--- src/rtl/wb_intercon_pkg.sv ---
// Shared types and defaults for the N-slave Wishbone interconnect.
package wb_intercon_pkg;

  typedef enum logic [1:0] {
    IDLE = 2'd0,
    WAIT = 2'd1,
    RESP = 2'd2
  } state_t;

  localparam logic [31:0] ERR_DATA_DEF  = 32'hDEAD_BEEF;
  localparam logic [19:0] SLV_CODES_DEF = {4'h8, 4'h4, 4'h2, 4'h1, 4'h0};

  // Width needed for a counter that must reach TIMEOUT.
  function automatic int cnt_width(input int timeout);
    return $clog2(timeout + 1);
  endfunction

endpackage

--- src/rtl/wb_intercon_n_if.sv ---
// Bus bundle between the PCI-side master, the slaves and the interconnect.
interface wb_intercon_n_if
  import wb_intercon_pkg::*;
#(
  parameter int NSLV = 5,
  parameter int AW   = 32,
  parameter int DW   = 32
);
  // Handshake: master holds STB until it has seen ACK, then drops STB for at
  // least one cycle; ACK/ERR/VALID/DATA_O stay stable while STB remains high.
  logic [AW-1:0]      M_WB_ADD_I;
  logic [DW-1:0]      M_WB_DATA_I;
  logic [DW-1:0]      M_WB_DATA_O;
  logic               M_WB_STB_I;
  logic               M_WB_WE_I;
  logic               M_WB_ACK_O;
  logic               M_WB_VALID_O;
  logic               M_WB_ERR_O;
  logic [NSLV*AW-1:0] S_WB_ADD_O;
  logic [NSLV*DW-1:0] S_WB_DATA_O;
  logic [NSLV*DW-1:0] S_WB_DATA_I;
  logic [NSLV-1:0]    S_WB_ACK_I;
  logic [NSLV-1:0]    S_WB_VALID_I;
  logic [NSLV-1:0]    S_WB_STB_O;
  logic [NSLV-1:0]    S_WB_WE_O;
  state_t             dbg_state;

  // The bus environment: the master plus all attached slave devices.
  modport master (
    output M_WB_ADD_I, M_WB_DATA_I, M_WB_STB_I, M_WB_WE_I,
           S_WB_DATA_I, S_WB_ACK_I, S_WB_VALID_I,
    input  M_WB_DATA_O, M_WB_ACK_O, M_WB_VALID_O, M_WB_ERR_O,
           S_WB_ADD_O, S_WB_DATA_O, S_WB_STB_O, S_WB_WE_O, dbg_state
  );

  // The interconnect itself, a slave of the master bus.
  modport slave (
    input  M_WB_ADD_I, M_WB_DATA_I, M_WB_STB_I, M_WB_WE_I,
           S_WB_DATA_I, S_WB_ACK_I, S_WB_VALID_I,
    output M_WB_DATA_O, M_WB_ACK_O, M_WB_VALID_O, M_WB_ERR_O,
           S_WB_ADD_O, S_WB_DATA_O, S_WB_STB_O, S_WB_WE_O, dbg_state
  );

endinterface

--- src/rtl/wb_addr_decode.sv ---
// Combinational priority decoder: address field against a packed code table.
module wb_addr_decode #(
  parameter int                    NSLV      = 5,
  parameter int                    DEC_W     = 4,
  parameter int                    IW        = 3,
  parameter logic [NSLV*DEC_W-1:0] SLV_CODES = '0
) (
  input  logic [DEC_W-1:0] field,
  output logic             hit,
  output logic [NSLV-1:0]  sel_oh,
  output logic [IW-1:0]    idx
);

  // Scan from the top so the lowest matching index is the last one written.
  always_comb begin
    hit    = 1'b0;
    sel_oh = '0;
    idx    = '0;
    for (int k = NSLV - 1; k >= 0; k--) begin
      if (SLV_CODES[k*DEC_W +: DEC_W] == field) begin
        hit       = 1'b1;
        sel_oh    = '0;
        sel_oh[k] = 1'b1;
        idx       = IW'(k);
      end
    end
  end

endmodule

--- src/rtl/wb_intercon_n.sv ---
// Single-master, N-slave Wishbone interconnect with timeout and abort support.
module wb_intercon_n
  import wb_intercon_pkg::*;
#(
  parameter int                    NSLV      = 5,
  parameter int                    AW        = 32,
  parameter int                    DW        = 32,
  parameter int                    DEC_LSB   = 12,
  parameter int                    DEC_W     = 4,
  parameter logic [NSLV*DEC_W-1:0] SLV_CODES = SLV_CODES_DEF,
  parameter int                    TIMEOUT   = 255,
  parameter logic [DW-1:0]         ERR_DATA  = ERR_DATA_DEF
) (
  input  logic           PHY_CLK33_I,
  input  logic           PHY_RST_I,
  wb_intercon_n_if.slave bus
);

  localparam int             IW      = (NSLV > 1) ? $clog2(NSLV) : 1;
  localparam int             CW      = cnt_width(TIMEOUT);
  localparam logic [CW-1:0]  TO_LAST = CW'(TIMEOUT - 1);

  state_t                     state_q, state_d;
  logic [CW-1:0]              cnt_q, cnt_d;
  logic [IW-1:0]              sel_q, sel_d;
  logic                       ack_q, ack_d, err_q, err_d, valid_q, valid_d;
  logic [DW-1:0]              rdata_q, rdata_d;
  logic [NSLV-1:0]            stb_q, stb_d, we_q, we_d;
  logic [NSLV-1:0][AW-1:0]    add_q, add_d;
  logic [NSLV-1:0][DW-1:0]    wdata_q, wdata_d;
  logic [NSLV-1:0][DW-1:0]    s_rdata;

  logic                       dec_hit;
  logic [NSLV-1:0]            dec_oh;
  logic [IW-1:0]              dec_idx;

  assign s_rdata = bus.S_WB_DATA_I;

  wb_addr_decode #(
    .NSLV      (NSLV),
    .DEC_W     (DEC_W),
    .IW        (IW),
    .SLV_CODES (SLV_CODES)
  ) u_dec (
    .field  (bus.M_WB_ADD_I[DEC_LSB +: DEC_W]),
    .hit    (dec_hit),
    .sel_oh (dec_oh),
    .idx    (dec_idx)
  );

  always_ff @(posedge PHY_CLK33_I) begin
    if (PHY_RST_I) begin
      state_q <= IDLE;
      cnt_q   <= '0;
      sel_q   <= '0;
      ack_q   <= 1'b0;
      err_q   <= 1'b0;
      valid_q <= 1'b0;
      rdata_q <= '0;
      stb_q   <= '0;
      we_q    <= '0;
      add_q   <= '0;
      wdata_q <= '0;
    end else begin
      state_q <= state_d;
      cnt_q   <= cnt_d;
      sel_q   <= sel_d;
      ack_q   <= ack_d;
      err_q   <= err_d;
      valid_q <= valid_d;
      rdata_q <= rdata_d;
      stb_q   <= stb_d;
      we_q    <= we_d;
      add_q   <= add_d;
      wdata_q <= wdata_d;
    end
  end

  always_comb begin
    state_d = state_q;
    cnt_d   = cnt_q;
    sel_d   = sel_q;
    ack_d   = ack_q;
    err_d   = err_q;
    valid_d = valid_q;
    rdata_d = rdata_q;
    stb_d   = stb_q;
    we_d    = we_q;
    add_d   = add_q;
    wdata_d = wdata_q;
    case (state_q)
      IDLE: begin
        cnt_d = '0;
        if (bus.M_WB_STB_I) begin
          if (dec_hit) begin
            sel_d          = dec_idx;
            stb_d          = dec_oh;
            add_d[dec_idx]   = bus.M_WB_ADD_I;
            wdata_d[dec_idx] = bus.M_WB_DATA_I;
            we_d[dec_idx]    = bus.M_WB_WE_I;
            state_d        = WAIT;
          end else begin
            ack_d   = 1'b1;
            err_d   = 1'b1;
            valid_d = 1'b0;
            rdata_d = ERR_DATA;
            state_d = RESP;
          end
        end
      end
      WAIT: begin
        cnt_d = cnt_q + 1'b1;
        if (!bus.M_WB_STB_I) begin
          stb_d   = '0;
          cnt_d   = '0;
          state_d = IDLE;
        end else if (bus.S_WB_ACK_I[sel_q]) begin
          // Slave ACK beats a coincident timeout.
          stb_d   = '0;
          rdata_d = s_rdata[sel_q];
          valid_d = bus.S_WB_VALID_I[sel_q];
          ack_d   = 1'b1;
          err_d   = 1'b0;
          state_d = RESP;
        end else if (cnt_q == TO_LAST) begin
          stb_d   = '0;
          rdata_d = ERR_DATA;
          valid_d = 1'b0;
          ack_d   = 1'b1;
          err_d   = 1'b1;
          state_d = RESP;
        end
      end
      RESP: begin
        if (!bus.M_WB_STB_I) begin
          ack_d   = 1'b0;
          err_d   = 1'b0;
          valid_d = 1'b0;
          cnt_d   = '0;
          state_d = IDLE;
        end
      end
      default: state_d = IDLE;
    endcase
  end

  assign bus.M_WB_ACK_O   = ack_q;
  assign bus.M_WB_ERR_O   = err_q;
  assign bus.M_WB_VALID_O = valid_q;
  assign bus.M_WB_DATA_O  = rdata_q;
  assign bus.S_WB_STB_O   = stb_q;
  assign bus.S_WB_WE_O    = we_q;
  assign bus.S_WB_ADD_O   = add_q;
  assign bus.S_WB_DATA_O  = wdata_q;
  assign bus.dbg_state    = state_q;

endmodule

--- src/flat_wrapper.sv ---
// flat-port wrapper written by rule: the top's interface ports become plain ports
module wb_intercon_n_flat import wb_intercon_pkg::*;
#(
  parameter int                    NSLV      = 5,
  parameter int                    AW        = 32,
  parameter int                    DW        = 32,
  parameter int                    DEC_LSB   = 12,
  parameter int                    DEC_W     = 4,
  parameter logic [NSLV*DEC_W-1:0] SLV_CODES = SLV_CODES_DEF,
  parameter int                    TIMEOUT   = 255,
  parameter logic [DW-1:0]         ERR_DATA  = ERR_DATA_DEF
)
  (PHY_CLK33_I, PHY_RST_I, bus_M_WB_ADD_I, bus_M_WB_DATA_I, bus_M_WB_STB_I, bus_M_WB_WE_I, bus_S_WB_DATA_I, bus_S_WB_ACK_I, bus_S_WB_VALID_I, bus_M_WB_DATA_O, bus_M_WB_ACK_O, bus_M_WB_VALID_O, bus_M_WB_ERR_O, bus_S_WB_ADD_O, bus_S_WB_DATA_O, bus_S_WB_STB_O, bus_S_WB_WE_O, bus_dbg_state);
  wb_intercon_n_if #(.NSLV(NSLV), .AW(AW), .DW(DW)) bus_i ();
  input  logic PHY_CLK33_I;
  input  logic PHY_RST_I;
  input wire logic [$bits(bus_i.M_WB_ADD_I)-1:0] bus_M_WB_ADD_I;
  input wire logic [$bits(bus_i.M_WB_DATA_I)-1:0] bus_M_WB_DATA_I;
  input wire logic [$bits(bus_i.M_WB_STB_I)-1:0] bus_M_WB_STB_I;
  input wire logic [$bits(bus_i.M_WB_WE_I)-1:0] bus_M_WB_WE_I;
  input wire logic [$bits(bus_i.S_WB_DATA_I)-1:0] bus_S_WB_DATA_I;
  input wire logic [$bits(bus_i.S_WB_ACK_I)-1:0] bus_S_WB_ACK_I;
  input wire logic [$bits(bus_i.S_WB_VALID_I)-1:0] bus_S_WB_VALID_I;
  output wire logic [$bits(bus_i.M_WB_DATA_O)-1:0] bus_M_WB_DATA_O;
  output wire logic [$bits(bus_i.M_WB_ACK_O)-1:0] bus_M_WB_ACK_O;
  output wire logic [$bits(bus_i.M_WB_VALID_O)-1:0] bus_M_WB_VALID_O;
  output wire logic [$bits(bus_i.M_WB_ERR_O)-1:0] bus_M_WB_ERR_O;
  output wire logic [$bits(bus_i.S_WB_ADD_O)-1:0] bus_S_WB_ADD_O;
  output wire logic [$bits(bus_i.S_WB_DATA_O)-1:0] bus_S_WB_DATA_O;
  output wire logic [$bits(bus_i.S_WB_STB_O)-1:0] bus_S_WB_STB_O;
  output wire logic [$bits(bus_i.S_WB_WE_O)-1:0] bus_S_WB_WE_O;
  output wire logic [$bits(bus_i.dbg_state)-1:0] bus_dbg_state;
  assign bus_i.M_WB_ADD_I = bus_M_WB_ADD_I;
  assign bus_i.M_WB_DATA_I = bus_M_WB_DATA_I;
  assign bus_i.M_WB_STB_I = bus_M_WB_STB_I;
  assign bus_i.M_WB_WE_I = bus_M_WB_WE_I;
  assign bus_i.S_WB_DATA_I = bus_S_WB_DATA_I;
  assign bus_i.S_WB_ACK_I = bus_S_WB_ACK_I;
  assign bus_i.S_WB_VALID_I = bus_S_WB_VALID_I;
  assign bus_M_WB_DATA_O = bus_i.M_WB_DATA_O;
  assign bus_M_WB_ACK_O = bus_i.M_WB_ACK_O;
  assign bus_M_WB_VALID_O = bus_i.M_WB_VALID_O;
  assign bus_M_WB_ERR_O = bus_i.M_WB_ERR_O;
  assign bus_S_WB_ADD_O = bus_i.S_WB_ADD_O;
  assign bus_S_WB_DATA_O = bus_i.S_WB_DATA_O;
  assign bus_S_WB_STB_O = bus_i.S_WB_STB_O;
  assign bus_S_WB_WE_O = bus_i.S_WB_WE_O;
  assign bus_dbg_state = bus_i.dbg_state;
  wb_intercon_n #(.NSLV(NSLV), .AW(AW), .DW(DW), .DEC_LSB(DEC_LSB), .DEC_W(DEC_W), .SLV_CODES(SLV_CODES), .TIMEOUT(TIMEOUT), .ERR_DATA(ERR_DATA)) u_core (.PHY_CLK33_I(PHY_CLK33_I), .PHY_RST_I(PHY_RST_I), .bus(bus_i));
endmodule
--- config.mk ---
export PLATFORM = sky130hd
export DESIGN_NAME = wb_intercon_n_flat
export DESIGN_NICKNAME = d
export VERILOG_FILES = /design/src/rtl/wb_intercon_pkg.sv /design/src/rtl/wb_intercon_n_if.sv /design/src/rtl/wb_addr_decode.sv /design/src/rtl/wb_intercon_n.sv /design/src/flat_wrapper.sv
export SDC_FILE = /design/constraint.sdc
export NUM_CORES = 1
export LEC_CHECK = 0
export BUFFER_PORTS_ARGS = -buffer_cell sky130_fd_sc_hd__buf_2
export CORE_AREA = 2 2 238 240
export DETAILED_ROUTE_END_ITERATION = 10
export DIE_AREA = 0 0 240 242
export GPL_TIMING_DRIVEN = 0
export MAX_ROUTING_LAYER = met4
export PLACE_DENSITY_LB_ADDON = 0.05
export RECOVER_POWER = 25
export SLEW_MARGIN = 20
export SYNTH_ARGS = -nofsm -noshare
export SYNTH_HDL_FRONTEND = slang
export SYNTH_HIERARCHICAL = 1
export SYNTH_SLANG_ARGS = --single-unit
--- constraint.sdc ---
create_clock -name PHY_CLK33_I -period 3.3 [get_ports PHY_CLK33_I]
set_input_delay 0.165 -clock PHY_CLK33_I [delete_from_list [all_inputs] [get_ports PHY_CLK33_I]]
set_output_delay 0.165 -clock PHY_CLK33_I [all_outputs]
set_load 0.02 [all_outputs]
==> metrics.txt, run 1 <==
status finished, final reports clean; Vias/cell 4.622; Core Box Area 55,730 um^2; Final setup viols 0; fin crit period 2.930 ns; #FFs+latches synth 378; Clock Root Buffer clkbuf_16; Initial Utilization 0.2641; PwrDens 541.2 nW/um^2; Mapped Area 14,720 um^2; Wirelength per Cell 20.68 um; largest family of logic cells by synthesized area simple AND/OR/NAND/NOR gates; Post-synth ARST share 0; Post-Synthesis Cells 1,839; I/O pins 605; RSZ-0062 raised after global routing no; headroom to the max-slew limit 0.2438; setup ws final 0.3697 ns; CTS tree built; DRC viols 0; post-route cell area 20,710 um^2; slowest cell on the critical path clkbuf_1; PortBufs 604; XOR/XNOR share of the synthesized area 0.004165; cell taking the most area after synthesis dfxtp_1; number of synthesized flops with an enable pin 0; most frequent cell on the critical path clkbuf_1; dpl hpwl 52.61 mm; Worst VDD drop 0.3937 mV; CTS-repair resized insts 0; Tot GR Track Use 0.2350; Die X 240 um; CTS clk-pin slew, worst paths 0.06 ns; gr ovfl total 0; nets 2,802; overall routed net length 69.39 mm; Synth Area in Simple Gates 0.2061; Antenna Nets Post-Route 0; vias in the first global route 14,930; mux contribution to synthesized area 0.04913; endpoint class of the critical path register; DP Area 18,690 um^2; fin util 0.3715; leading cell type in the layout, fill and taps excluded nand2_1; Slew @ Worst Pin 1.134 ns; distinct cell type count after synthesis 56; Hold Crit Class in2reg; max frequency 0.3413 GHz; WS Path Type reg2reg; syn_nets 2,083; largest net degree at the start of global routing 13; hold_buf cts 67; dpl cells 3,199; critical path, cell by cell inv_1 -> ha_1 -> buf_2 -> nand3_1 -> or2_2 -> clkbuf_1 -> clkbuf_1 -> nand2_1 -> a21oi_1; first-pass GRT wire length 98.59 mm; WP data arrival 3.45 ns; Crit Path Max Fanout 10; area taken by multi-input logic gates 6445 um^2; row count 87; Critical Path RT 3.82 ns; gpl congestion 0.8840; share of the synthesized area in the top cell type 0.5141; Yosys Warn Count 6; FF/Latch Area 7567 um^2; Max Cap Violations 0; Layout Skew 0.02104 ns; htree depth 2; DP Worst Slack -0.2926 ns; Die ar. 58,080 um^2; Iter 0 DRT Violations 702; 1st-pass router iterations 5; CP peak stage delay 0.74 ns; Area Growth Syn to Fin 40.66%; Pins Over Slew Limit 0; initial antenna violation count 5; critical path startpoint category register; Die Span Y 242 um; vias 15,508; Num CTS Buffers 46; Layout Cells excl Fill 3,355; Leakage 0.007976 uW; Fillers 6,063; Seq/Total Area, Yosys 0.5141; fraction of the mapped netlist area in compound gates 0.1725; Mapped Avg Cell Area 8.005 um^2; final hold violation count 0; ratio of cells with drive above 1 in the final layout 0.2159; Tcrit/Tclk final 0.8880; CTS sink count 378; prevailing post-synth register cell dfxtp_1; Synth area leaders dfxtp_1 (51%), nand2_1 (17%), a21oi_1 (12%), mux2i_1 (4.8%), clkbuf_1 (2.2%); setup bufs post-CTS 0; Worst-Skew Late Latency 0.60 ns; most frequent cells in the layout nand2_1 (677), buf_2 (464), dfxtp_1 (378); Min Hold Slack 0.05551 ns; Max Root-Sink Buffers 3; Post-Synth Adder-Cell Area 0.005865
worst max-delay path, delay by kind of cell (launching register included):
family / cells / cell delay (ns)
fa+ha+maj: 1 / 0.19
buf+inv: 4 / 1.47
flops: 1 / 0.41
compound gates: 1 / 0.18
simple gates: 3 / 0.59
final timing paths:
kind / end / from / slack (ns) / cells past startpoint
setup / recovery: u_core/bus.S_WB_ADD_O[131] / u_core/bus.dbg_state[0] / 0.37 / 9
hold / removal: u_core/bus.M_WB_DATA_O[16] / bus_S_WB_DATA_I[144] / 0.06 / 4
setup reg to reg: u_core/bus.S_WB_ADD_O[131] / u_core/bus.dbg_state[0] / 0.37 / 9
hold reg to reg: u_core/bus.S_WB_ADD_O[159] / u_core/bus.S_WB_ADD_O[159] / 0.45 / 2
layer usage:
layer / vias up / GRT usage / part of all wire
li1: 7577 / - / -
met1: 7296 / 0.2702 / 0.41
met2: 515 / 0.3839 / 0.47
met3: 120 / 0.06768 / 0.078
met4: 0 / 0.09262 / 0.041
met5: - / - / 0
cell usage after synthesis (2+ instances only):
library cell,number
nor2b_1,2
o21ai_0,6
clkbuf_1,88
buf_2,46
nand2_1,677
dfxtp_1,378
or2_2,2
o221a_1,22
or3_1,2
xor2_1,4
a21oi_1,367
nand3b_1,2
nor2_1,47
nor3_1,5
buf_6,5
nor4b_1,3
nand2b_1,4
xnor2_1,3
mux2i_1,70
o32ai_1,8
inv_1,6
o221a_2,2
nand3_1,8
o22ai_1,24
nand4_1,4
and2_1,2
buf_1,6
and3_1,2
o22a_1,8
or2_1,2
buf_4,3
ha_1,6
o211ai_1,2
cells by family after synthesis:
logic type	count (synthesis)
compound gates	449
mux	71
xor+xnor	7
fa+ha+maj	7
buf+inv	157
simple gates	770
flops	378
cell type report:
cell class / instances / share of cell area
Multi-Input combinational cell: 1304 / 0.3113
Clock inverter: 14 / 0.009366
Antenna cell: 5 / 0.0006043
Sequential cell: 378 / 0.3655
Clock buffer: 70 / 0.06629
Timing Repair Buffer: 671 / 0.1671
Buffer: 150 / 0.03293
Inverter: 7 / 0.001269
Tap cell: 756 / 0.04568
sequential cells by signal, summed over array words and instances, names as in the netlist:
name and cells:
u_core/bus.S_WB_WE_O 5, u_core/bus.M_WB_VALID_O 1, u_core/bus.S_WB_ADD_O 160, u_core/bus.dbg_state 2, u_core/bus.S_WB_STB_O 5, u_core/cnt_q 8
u_core/bus.M_WB_DATA_O 32, u_core/bus.M_WB_ERR_O 1, u_core/bus.M_WB_ACK_O 1, u_core/sel_q 3, u_core/bus.S_WB_DATA_O 160
where the power goes:
group / internal, uW / leakage (uW) / switching [uW]
combinational: 421 / 0.00415 / 765
sequential: 4680 / 0.00306 / 62.0
clock: 3180 / 0.000767 / 2100
per-stage QoR:
step | setup TNS, ns | power, uW
detailed placement | -12.61 | 5981
finish | 0 | 11210
global route | 0 | 11650
CTS | 0 | 11380
global placement | -8.945 | 5976
floorplan | 0 | 5406
(Power assumes the default switching activity.)
==> inputs of run 2 (changes only) <==
REMOVE_ABC_BUFFERS = 1   (was not set)
==> run 2 against run 1 <==
Compared with the run above: routed wire length decreased by 6.8%; clock skew increased by 0.0095 ns; die area did not move; cell count down 3.8%; sequential share of layout area increased by 0.25 points; first-iteration DRC count up 5.6%; fmax up 0.66%; register-to-register slack improved by 0.08 ns; hold slack gained 0.012 ns; utilization shrank 0.22 points; clock-buffer cell count is 3 lower; combinational power decreased by 6%; critical endpoint is now u_core/bus.S_WB_DATA_O[69]; largest cell class unchanged; highest routed layer unchanged.
==> metrics.txt, run 2 (synthesis results as in run 1) <==
CP peak stage delay 0.59 ns (was 0.74 ns); final hold violation count 0 (unchanged); cell depth of the worst setup path 11 (was 9); Tot GR Track Use 0.2199 (was 0.2350); CTS tree built (unchanged); Min Hold Slack 0.06768 ns (was 0.05551 ns); DP Area 18,650 um^2 (was 18,690 um^2); status finished, final reports clean (unchanged); Final setup viols 0 (unchanged); Pins Over Slew Limit 0 (unchanged); initial antenna violation count 7 (was 5); slowest cell on the critical path nor2_4 (was clkbuf_1); R2R Path Start u_core/sel_q[1] (was u_core/bus.dbg_state[0]); FF/Latch Area 7574 um^2 (was 7567 um^2); Wirelength per Cell 20.05 um (was 20.68 um); dpl hpwl 44.86 mm (was 52.61 mm); max frequency 0.3435 GHz (was 0.3413 GHz); area taken by multi-input logic gates 6518 um^2 (was 6445 um^2); Hold Crit Class in2reg (unchanged); vias in the first global route 14,151 (was 14,930); Clock Root Buffer clkbuf_16 (unchanged); Crit Path Max Fanout 19 (was 10); post-route cell area 20,580 um^2 (was 20,710 um^2); Critical Path RT 3.81 ns (was 3.82 ns); CP startpoint bus_M_WB_ADD_I[14] (was u_core/bus.dbg_state[0]); Antenna Nets Post-Route 0 (unchanged); endpoint class of the critical path register (unchanged); htree depth 2 (unchanged); Worst VDD drop 0.3833 mV (was 0.3937 mV); r2r endpoint u_core/bus.M_WB_DATA_O[29] (was u_core/bus.S_WB_ADD_O[131]); largest net degree at the start of global routing 114 (was 13); CTS clk-pin slew, worst paths 0.06 ns (about the same); I/O pins 605 (unchanged); headroom to the max-slew limit 0.3296 (was 0.2438); Leakage 0.007824 uW (was 0.007976 uW); Setup crit end u_core/bus.S_WB_DATA_O[69] (was u_core/bus.S_WB_ADD_O[131]); overall routed net length 64.67 mm (was 69.39 mm); critical path startpoint category input pin (was register); nets 2,675 (was 2,802); Die ar. 58,080 um^2 (unchanged); WP data arrival 3.42 ns (was 3.45 ns); fin crit period 2.911 ns (was 2.930 ns); PwrDens 525.1 nW/um^2 (was 541.2 nW/um^2); Vias/cell 4.636 (was 4.622); ratio of cells with drive above 1 in the final layout 0.2188 (was 0.2159); Setup TNS 0 ns (unchanged); setup bufs post-CTS 0 (unchanged); Max Cap Violations 0 (unchanged); Die X 240 um (unchanged); setup ws final 0.3891 ns (was 0.3697 ns); PortBufs 604 (unchanged); Initial Utilization 0.2641 (unchanged); Slew @ Worst Pin 1.006 ns (was 1.134 ns); Core Box Area 55,730 um^2 (unchanged); 1st-pass router iterations 8 (was 5); critical path, cell by cell dlygate4sd3_1 -> buf_2 -> maj3_2 -> o21bai_2 -> and4b_1 -> nand2_1 -> nor2_4 -> buf_16 -> buf_16 -> nand2_1 -> a21oi_1 (was inv_1 -> ha_1 -> buf_2 -> nand3_1 -> or2_2 -> clkbuf_1 -> clkbuf_1 -> nand2_1 -> a21oi_1); WS Path Type in2reg (was reg2reg); first-pass GRT wire length 93.93 mm (was 98.59 mm); DRC viols 0 (unchanged); vias 14,956 (was 15,508); Reg2Reg Depth 6 (was 9); Max Root-Sink Buffers 3 (unchanged); most frequent cells in the layout nand2_1 (676), buf_2 (417), dfxtp_1 (375) (was nand2_1 (677), buf_2 (464), dfxtp_1 (378)); DP Worst Slack -0.02391 ns (was -0.2926 ns); Layout Skew 0.03052 ns (was 0.02104 ns); Buf/Inv on CP 4 (unchanged); Fillers 5,961 (was 6,063); Tcrit/Tclk final 0.8821 (was 0.8880); leading cell type in the layout, fill and taps excluded nand2_1 (unchanged); Crit path max-delay family simple AND/OR/NAND/NOR gates (was buffers and inverters); gpl congestion 0.7749 (was 0.8840); Iter 0 DRT Violations 741 (was 702); RSZ-0062 raised after global routing no (unchanged); Area Growth Syn to Fin 39.81% (was 40.66%); Die Span Y 242 um (unchanged); row count 87 (unchanged); CTS sink count 378 (unchanged); Worst-Skew Late Latency 0.59 ns (was 0.60 ns); total power 10,810 uW (was 11,210 uW); gr ovfl total 0 (unchanged); Num CTS Buffers 44 (was 46); R2R Setup Slk 0.45 ns (was 0.37 ns)
[run 2: changes by cell type in the layout (fill, tap and decap cells not counted), moves of 3 or more]
| cell | change |
|---|---|
| dfxtp_1 | -3 |
| buf_2 | -47 |
| buf_12 | +8 |
| clkbuf_1 | -90 |
| buf_1 | -6 |
| buf_16 | +12 |
| buf_4 | -3 |
| buf_8 | +3 |
| nor2_4 | +3 |
[run 2: layout make-up]
class                           instances  share of cell area
Sequential cell                       378              0.3680
Multi-Input combinational cell       1304              0.3167
Timing Repair Buffer                  696              0.1958
Clock buffer                           67             0.06456
Tap cell                              756             0.04596
Clock inverter                         11            0.006870
Inverter                                7            0.001277
Antenna cell                            7           0.0008511
[run 2: what timing repair did]
item / CTS / global route
gates resized for setup: 1 / 0
setup endpoints to repair: 1 / 0
hold buffers: 66 / 0
endpoints found under the hold margin: 324 / 0
[run 2: stage by stage]
stage | util | std cells
2_1_floorplan | - | 1689
3_5_place_dp | 0.3347 | 3075
4_1_cts | 0.3730 | 3219
5_1_grt | 0.3692 | 3225
6_report | 0.3693 | 3226
3_3_place_gp | 0.3231 | 3049
[run 2: power by group]
group	switching, uW	total [uW]	internal [uW]
logic	709	1120	412
clock network	2010	4950	2930
registers	63.8	4740	4680
[run 2: worst reg2reg max path, cell delays in order (launching register included)]
cell and delay, ns:
dfxtp_4 0.62, buf_16 0.28, nand2b_1 0.31, o22ai_2 0.39, or2_1 0.23, nand4_4 0.45
o32ai_1 0.46
[run 2: worst min-delay path by stage]
stage	start	slack (ns)	depth (start not counted)	to
3_3_place_gp	u_core/bus.S_WB_DATA_O[68]	0.44	2	u_core/bus.S_WB_DATA_O[68]
3_5_place_dp	u_core/bus.S_WB_DATA_O[88]	0.44	2	u_core/bus.S_WB_DATA_O[88]
4_1_cts	bus_S_WB_DATA_I[130]	0.03	4	u_core/bus.M_WB_DATA_O[2]
6_report	bus_S_WB_DATA_I[143]	0.07	4	u_core/bus.M_WB_DATA_O[15]
5_1_grt	bus_S_WB_DATA_I[133]	0.06	4	u_core/bus.M_WB_DATA_O[5]
2_1_floorplan	PHY_RST_I	0.23	1	u_core/bus.S_WB_ADD_O[0]
[run 2: metal layers]
metal	vias to the layer above	part of all wire	track usage
met5	-	0	-
met1	7074	0.40	0.2441
met2	476	0.49	0.3759
met4	0	0.029	0.07125
li1	7315	-	-
met3	91	0.078	0.06461
==> inputs of run 3 (changes only) <==
RECOVER_POWER = not set   (was 25)
==> run 3 against run 2 <==
Compared with the run above: first-iteration DRC count is 6.5% higher; utilization grew 0.42 points; cell count did not move; flip-flop and latch count unchanged; sequential share of layout area fell by 0.41 points; clock-buffer cell count unchanged; global-route usage unchanged; combinational power hardly changed; critical endpoint is now u_core/bus.S_WB_ADD_O[92]; routed wire length decreased by 0.29%.
==> metrics.txt, run 3 (synthesis results as in run 1) <==
Vias/cell 4.628 (was 4.636); Die X 240 um (unchanged); initial antenna violation count 7 (unchanged); Iter 0 DRT Violations 789 (was 741); Hold Crit Class in2reg (unchanged); Max Root-Sink Buffers 3 (unchanged); Initial Utilization 0.2641 (unchanged); total power 10,820 uW (was 10,810 uW); 1st-pass router iterations 5 (was 8); first-pass GRT wire length 93.93 mm (unchanged); fin crit period 2.907 ns (was 2.911 ns); headroom to the max-slew limit 0.3348 (was 0.3296); Final setup viols 0 (unchanged); Slew @ Worst Pin 0.9977 ns (was 1.006 ns); gr ovfl total 0 (unchanged); leading cell type in the layout, fill and taps excluded nand2_1 (unchanged); Core Box Area 55,730 um^2 (unchanged); Die ar. 58,080 um^2 (unchanged); vias 14,929 (was 14,956); I/O pins 605 (unchanged); dpl cells 3,075 (unchanged); status finished, final reports clean (unchanged); PortBufs 604 (unchanged); final hold violation count 0 (unchanged); nets 2,675 (unchanged); Critical Path RT 3.81 ns (about the same); Pins Over Slew Limit 0 (unchanged); max frequency 0.3440 GHz (was 0.3435 GHz); gpl congestion 0.7749 (unchanged); Max Cap Violations 0 (unchanged); Wirelength per Cell 19.99 um (was 20.05 um); htree depth 2 (unchanged); WP data arrival 3.41 ns (was 3.42 ns); vias in the first global route 14,151 (unchanged); Crit Path Max Fanout 19 (unchanged); endpoint class of the critical path register (unchanged); overall routed net length 64.48 mm (was 64.67 mm); Tcrit/Tclk final 0.8808 (was 0.8821); CTS clk-pin slew, worst paths 0.06 ns (about the same); Area Growth Syn to Fin 41.39% (was 39.81%); setup ws final 0.3934 ns (was 0.3891 ns); largest net degree at the start of global routing 114 (unchanged); critical path startpoint category input pin (unchanged); Die Span Y 242 um (unchanged); Worst VDD drop 0.3839 mV (was 0.3833 mV); RSZ-0062 raised after global routing no (unchanged); Antenna Nets Post-Route 0 (unchanged); slowest cell on the critical path nor2_4 (unchanged); row count 87 (unchanged); CTS sink count 378 (unchanged); CTS tree built (unchanged); DP Worst Slack -0.02391 ns (unchanged); Clock Root Buffer clkbuf_16 (unchanged); ratio of cells with drive above 1 in the final layout 0.2944 (was 0.2188); Leakage 0.008629 uW (was 0.007824 uW); Tot GR Track Use 0.2199 (unchanged); dpl hpwl 44.86 mm (unchanged); DRC viols 0 (unchanged); critical path, cell by cell dlygate4sd3_1 -> buf_2 -> maj3_2 -> o21bai_2 -> and4b_1 -> nand2_1 -> nor2_4 -> buf_16 -> buf_16 -> nand2_1 -> a21oi_1 (unchanged); CP peak stage delay 0.59 ns (about the same); PwrDens 520.0 nW/um^2 (was 525.1 nW/um^2); WS Path Type in2reg (unchanged); Layout Cells excl Fill 3,226 (unchanged); Num CTS Buffers 44 (unchanged); Layout Skew 0.03211 ns (was 0.03052 ns); Worst-Skew Late Latency 0.59 ns (about the same); most frequent cells in the layout nand2_1 (676), buf_2 (603), dfxtp_1 (375) (was nand2_1 (676), buf_2 (417), dfxtp_1 (375))
run 3: changes by cell type in the layout (fill, tap and decap cells not counted):
cell / previous run / this run
buf_2: 417 / 603
clkbuf_1: 196 / 10
run 3: worst paths after layout:
kind	start	end	slack [ns]	depth (start not counted)
min reg2reg	u_core/bus.S_WB_ADD_O[49]	u_core/bus.S_WB_ADD_O[49]	0.45	2
min	bus_S_WB_DATA_I[143]	u_core/bus.M_WB_DATA_O[15]	0.07	4
max	bus_M_WB_ADD_I[14]	u_core/bus.S_WB_ADD_O[92]	0.39	11
max reg2reg	u_core/sel_q[1]	u_core/bus.M_WB_DATA_O[22]	0.46	6
run 3: area by class of cell:
| class | instances | area [um^2] |
|---|---|---|
| fillers | 5879 | 34920 |
| repair buffers | 696 | 4263 |
| inverters | 7 | 26.28 |
| clock buffers | 67 | 1329 |
| diodes | 7 | 17.52 |
| multi-input cells | 1304 | 6518 |
| well taps | 756 | 945.9 |
| clock inverters | 11 | 141.4 |
| flip-flops and latches | 378 | 7574 |
run 3: stage by stage:
stage / utilization / hold slack [ns] / setup TNS [ns] / cell area [um^2]
after floorplan: - / 0.2341 / -55.33 / 14040
after global placement: 0.3231 / 0.4394 / -1132.69 / 18010
after detailed placement: 0.3347 / 0.4441 / -0.06207 / 18650
after CTS: 0.3730 / 0.02863 / 0 / 20790
after global routing: 0.3734 / 0.06213 / 0 / 20810
final: 0.3735 / 0.07136 / 0 / 20810
run 3: power by group:
group	switching (uW)	internal [uW]
Clock	2010	2930
Combinational	709	427
Sequential	62.0	4680
run 3: layer usage:
metal  global-route usage  vias up  routed length, um
met2               0.3759      500              31870
met4              0.07125        0               1952
met5                    -        -                  0
met1               0.2441     7021              25470
met3              0.06461       97               5188
li1                     -     7311                  -
run 3: critical path: cells and delay by family:
family                   cells  cell delay, ns
AND/OR/NAND/NOR              4            1.32
buffers and inverters        4            1.18
AO/OA/AOI/OAI                2            0.36
adder cells (fa/ha/maj)      1            0.34
run 3: repair_timing:
action,4_1_cts,5_1_grt
hold buffers,66,0
gates resized for setup,1,0
endpoints found under the setup margin,1,0
buffers inserted,0,0
hold endpoints to repair,324,0
